<file path="config.mk">
export PLATFORM = sky130hd
export DESIGN_NAME = encryption_stream_ctrl
export DESIGN_NICKNAME = d
export VERILOG_FILES = /design/src/rtl/enc_pkg.sv /design/src/rtl/encryption_stream_ctrl.sv
export SDC_FILE = /design/constraint.sdc
export NUM_CORES = 1
export LEC_CHECK = 0
export ABC_AREA = 1
export CELL_PAD_IN_SITES_DETAIL_PLACEMENT = 0
export CELL_PAD_IN_SITES_GLOBAL_PLACEMENT = 1
export CORE_UTILIZATION = 30
export CTS_BUF_LIST = sky130_fd_sc_hd__clkbuf_16
export CTS_CLUSTER_SIZE = 28
export DETAILED_ROUTE_END_ITERATION = 10
export PLACE_DENSITY_LB_ADDON = 0.1
export SYNTH_ARGS = -nofsm -noshare
export SYNTH_HDL_FRONTEND = slang
export SYNTH_SLANG_ARGS = --single-unit
export TNS_END_PERCENT = 50
</file>
<file path="constraint.sdc">
create_clock -name clk -period 2 [get_ports clk]
set_input_delay 0.3 -clock clk [delete_from_list [all_inputs] [get_ports clk]]
set_output_delay 0.3 -clock clk [all_outputs]
set_load 0.02 [all_outputs]
</file>
<file path="src/rtl/enc_pkg.sv">
// Shared constants and state type for the encryption stream controller.
package enc_pkg;

  localparam logic [1:0] MODE_IDLE = 2'b00;
  localparam logic [1:0] MODE_ENC  = 2'b10;
  localparam logic [7:0] NUL_CHAR  = 8'h00;

  typedef enum logic [2:0] {
    IDLE,
    ISSUE,
    WAIT,
    OUT,
    DONE
  } enc_ctrl_state_t;

endpackage

</file>
<file path="src/rtl/encryption_stream_ctrl.sv">
// Feeds one plaintext char at a time into the encryption core and returns
// ciphertext (or an error beat) on a valid/ready stream.
module encryption_stream_ctrl
  import enc_pkg::*;
#(
  parameter int unsigned TIMEOUT_CYC = 16,
  parameter int unsigned CNT_W       = 16
) (
  input  logic             clk,
  input  logic             rst,
  input  logic             start,
  input  logic [7:0]       key_in,
  output logic             busy,
  input  logic             ptxt_valid,
  input  logic [7:0]       ptxt_data,
  input  logic             ptxt_last,
  output logic             ptxt_ready,
  output logic             ctxt_valid,
  output logic [7:0]       ctxt_data,
  output logic             ctxt_last,
  output logic             ctxt_err,
  input  logic             ctxt_ready,
  output logic [1:0]       core_mode,
  output logic [7:0]       core_plaintext,
  output logic [7:0]       core_public_key,
  input  logic [7:0]       core_ciphertext,
  input  logic             core_c_ready,
  input  logic             core_err,
  output logic             msg_done,
  output logic [CNT_W-1:0] char_count,
  output logic [CNT_W-1:0] err_count,
  output logic             timeout_flag
);

  localparam int unsigned TW = $clog2(TIMEOUT_CYC + 1);

  enc_ctrl_state_t state_q, state_d;
  logic [7:0]       key_q, key_d;
  logic [7:0]       data_q, data_d;
  logic             last_q, last_d;
  logic [7:0]       ctxt_q, ctxt_d;
  logic             err_q, err_d;
  logic             tmo_q, tmo_d;
  logic [TW-1:0]    timer_q, timer_d;
  logic [CNT_W-1:0] char_cnt_q, char_cnt_d;
  logic [CNT_W-1:0] err_cnt_q, err_cnt_d;

  always_ff @(posedge clk or posedge rst) begin
    if (rst) begin
      state_q    <= IDLE;
      key_q      <= 8'h00;
      data_q     <= 8'h00;
      last_q     <= 1'b0;
      ctxt_q     <= 8'h00;
      err_q      <= 1'b0;
      tmo_q      <= 1'b0;
      timer_q    <= '0;
      char_cnt_q <= '0;
      err_cnt_q  <= '0;
    end else begin
      state_q    <= state_d;
      key_q      <= key_d;
      data_q     <= data_d;
      last_q     <= last_d;
      ctxt_q     <= ctxt_d;
      err_q      <= err_d;
      tmo_q      <= tmo_d;
      timer_q    <= timer_d;
      char_cnt_q <= char_cnt_d;
      err_cnt_q  <= err_cnt_d;
    end
  end

  always_comb begin
    state_d    = state_q;
    key_d      = key_q;
    data_d     = data_q;
    last_d     = last_q;
    ctxt_d     = ctxt_q;
    err_d      = err_q;
    tmo_d      = tmo_q;
    timer_d    = timer_q;
    char_cnt_d = char_cnt_q;
    err_cnt_d  = err_cnt_q;
    ptxt_ready = 1'b0;
    ctxt_valid = 1'b0;
    msg_done   = 1'b0;
    core_mode  = MODE_IDLE;

    unique case (state_q)
      IDLE: begin
        if (start) begin
          key_d      = key_in;
          char_cnt_d = '0;
          err_cnt_d  = '0;
          tmo_d      = 1'b0;
          state_d    = ISSUE;
        end
      end
      ISSUE: begin
        ptxt_ready = 1'b1;
        if (ptxt_valid) begin
          data_d    = ptxt_data;
          last_d    = ptxt_last;
          core_mode = MODE_ENC;
          timer_d   = '0;
          state_d   = WAIT;
        end
      end
      WAIT: begin
        core_mode = MODE_ENC;
        timer_d   = timer_q + TW'(1);
        // Core error outranks a simultaneous C_ready.
        if (core_err) begin
          ctxt_d  = NUL_CHAR;
          err_d   = 1'b1;
          state_d = OUT;
        end else if (core_c_ready) begin
          ctxt_d  = core_ciphertext;
          err_d   = 1'b0;
          state_d = OUT;
        end else if (timer_q == TW'(TIMEOUT_CYC - 1)) begin
          ctxt_d  = NUL_CHAR;
          err_d   = 1'b1;
          tmo_d   = 1'b1;
          state_d = OUT;
        end
      end
      OUT: begin
        ctxt_valid = 1'b1;
        if (ctxt_ready) begin
          if (char_cnt_q != '1) char_cnt_d = char_cnt_q + CNT_W'(1);
          if (err_q && (err_cnt_q != '1)) err_cnt_d = err_cnt_q + CNT_W'(1);
          state_d = last_q ? DONE : ISSUE;
        end
      end
      DONE: begin
        msg_done = 1'b1;
        state_d  = IDLE;
      end
      default: state_d = IDLE;
    endcase
  end

  assign busy            = (state_q == ISSUE) || (state_q == WAIT) || (state_q == OUT);
  assign core_plaintext  = (state_q == ISSUE && ptxt_valid) ? ptxt_data : data_q;
  assign core_public_key = key_q;
  assign ctxt_data       = ctxt_q;
  assign ctxt_last       = ctxt_valid & last_q;
  assign ctxt_err        = ctxt_valid & err_q;
  assign char_count      = char_cnt_q;
  assign err_count       = err_cnt_q;
  assign timeout_flag    = tmo_q;

endmodule

</file>
==> results.md <==
- Outcome: finished with violations
- Failing checks: negative setup slack
- Placed inst area: 4781 um2
- Vias: 3288
- Vias in the first global route: 3249
- Routability cong.: 0.7952
- Top cells by count, synth: nand2_1, dfrtp_1, nor2_1, inv_1, nand3_1
- Final #Nets: 607
- Clk Tree Root Cell: clkbuf_16
- Routed len/inst: 13.16 um
- Worst Hold Slack: 0.3680 ns
- Yosys warns: 0
- Hold Crit Class: in2async
- VDD IR max: 0.0006112 V
- Min cycle time layout: 2.049 ns
- Ports: 97
- Post-synth top area share: 47.52%
- Initial antenna violation count: 0
- WP data arrival: 1.75 ns
- Crit path capture type: primary output
- Uppermost layer routed: met4
- Clock buffer depth: 2
- Worst path cell trace: nor3_2, nand2_1, buf_12, buf_6, mux2_4, buf_6
- Worst skew pair latency: 0.34 ns
- Finished Layout Cells: 717
- Syn nets: 488
- Critical path's largest stage delay: 0.38 ns
- Met3 wire len: 352 um
- Die area: 12200 um2
- Antenna viol nets, final: 0
- Post-synth EDFFs: 0
- PnR worst setup slack: -0.04916 ns
- DR WL met2: 4430 um
- HPWL after DPL: 6662 um
- Initial core utilization: 30.90%
- Slowest-stage cell, CP: dfrtp_1
- Power per Cell Area: 1217 nW/um2
- CTS buffer count: 9
- Drt pass-1 iters: 4
- Area growth from synthesis to layout: 43.30%
- Yosys cell types: 36
- Crit-path max FO: 9
- Clock sinks: 67
- Final Max Tran Viols: 0
- Worst slack, placed: -0.1848 ns
- Crit start category: flip-flop
- # Max-Cap Violations: 0
- Hold buffers post-CTS: 0
- Syn_area_per_cell: 7.806 um2
- Post-synthesis compound-gate area fraction: 8.262%
- ANT cells: 0
- Main combinational cell family by area after synthesis: simple AND/OR/NAND/NOR gates
- # DRC: 0
- Leading area contributor after synthesis: dfrtp_1
- GRT Total Usage: 16.75%
- Worst-path clk slew: 0.05 ns
- Synthesized instance count: 452
- Synth Area in Adders: 1.418%
- Synth area leaders: dfrtp_1, nand2_1, nor2_1, nand3_1, inv_1
- Largest net degree at the start of global routing: 68
- Most common cell in the netlist: nand2_1
- Layout Skew: 0.004632 ns
- Final setup fails: 1
- Mapped Area: 3528 um2
- Most frequent cell on the critical path: buf_6
- LEAKAGE: 2.250 nW
- Die Wd: 110.5 um
- M1 WL: 4454 um
- XOR/XNOR Fraction of Synth Area: 2.482%
- Fill count: 1205
- Post-synth ARST share: 100.0%
- Max Clk Rate: 488.0 MHz
- Via density: 4.586
- First-pass GRT wire length: 16250 um
- CTS tree: yes
- Post-Synth Simple-Gate Area: 30.96%
- #FFs+latches synth: 67
- Register area share after synthesis: 47.52%
- Share of layout cells above drive strength 1: 12.02%
- RSZ-0062 raised after global routing: yes
- Synth Flop Type: dfrtp_1
- Setup TNS: -0.04916 ns
- Placed insts: 701
- DRT iter0 DRCs: 88
- Final instance area: 5056 um2
- PortBufs: 95
- CP Data Required Time: 1.70 ns
- Multiplexer area fraction after synthesis: 2.979%
- Detailed Route WL: 9434 um
- Final Hold Viols: 0
- Row count: 39
- H-tree depth: 3
- Die Ht: 110.5 um
- Setup CP Type: reg2out
- Grt ovf: 0
- Fin crit share: 102.5%
- Core area: 11420 um2
## repair_timing
item	CTS	global route
pin swaps	2	2
setup buffers	2	0
setup endpoints to repair	14	32
resized for setup	46	7
## kinds of logic after synthesis
family / Yosys count
AO/OA/AOI/OAI: 48
AND/OR/NAND/NOR: 264
XOR/XNOR: 10
flip-flops: 67
other: 1
adder cells (fa/ha/maj): 4
multiplexers: 8
buffers and inverters: 50
## registers in the layout, indices dropped and copies added, names as in the netlist
register         count
char_count          16
err_count           16
core_public_key      8
ctxt_data            8
data_q               8
timer_q              5
state_q              3
err_q                1
last_q               1
timeout_flag         1
## cell usage in the layout (no fill, tap or decap), types with 8 or more instances in the layout
cell type	count
dfrtp_1	67
clkdlybuf4s50_1	80
nor2_1	52
buf_4	18
o21ai_0	9
inv_1	34
nand2_1	160
clkbuf_16	9
xor2_1	8
nand3_1	31
a22o_1	8
o21ai_1	18
## final cells by class
| cell class | count | area, um2 | area share, % |
|---|---|---|---|
| sequential | 67 | 1677 | 33.16 |
| multi-input combinational | 335 | 1640 | 32.44 |
| timing repair buffer | 117 | 1131 | 22.37 |
| clock buffer | 9 | 225.2 | 4.454 |
| tap | 143 | 178.9 | 3.539 |
| inverter | 41 | 156.4 | 3.093 |
| clock inverter | 5 | 47.55 | 0.9404 |
## worst max-delay path: cells and delay by family (launching register included)
kind	cells	cell delay [ns]
DFF	1	0.38
and+or+nand+nor	2	0.32
muxes	1	0.30
buffers and inverters	3	0.40
## per-stage QoR
step                util [%]  total power, W
detailed placement     41.87        0.004728
global placement       41.87        0.004695
finish                 44.28        0.006155
CTS                    44.16        0.006237
global route           44.28        0.006570
floorplan                  -        0.003485
## where the power goes
group / internal (W) / total, W / switching, W
Clock: 0.000937 / 0.00152 / 0.000586
Sequential: 0.00167 / 0.00184 / 0.000168
Combinational: 0.00118 / 0.00279 / 0.00162
## path summary, 6_finish.rpt
| path | start | to | slack (ns) | depth (start not counted) |
|---|---|---|---|---|
| setup reg to reg | err_count[1] | err_count[10] | 0.22 | 9 |
| min in group clk | core_public_key[6] | core_public_key[6] | 0.48 | 2 |
| hold reg to reg | core_public_key[6] | core_public_key[6] | 0.48 | 2 |
| setup / recovery | state_q[2] | core_plaintext[0] | -0.05 | 6 |
| hold / removal | rst | ctxt_data[3] | 0.37 | 3 |
| max in group asynchronous | rst | err_count[6] | 1.36 | 3 |
## per-layer routing
metal	global-route usage, %	vias to the layer above
li1	-	1682
met5	0	-
met1	22.04	1535
met4	6.667	0
met2	26.00	59
met3	4.610	12
Note: power is estimated with default switching activity, not from simulation.
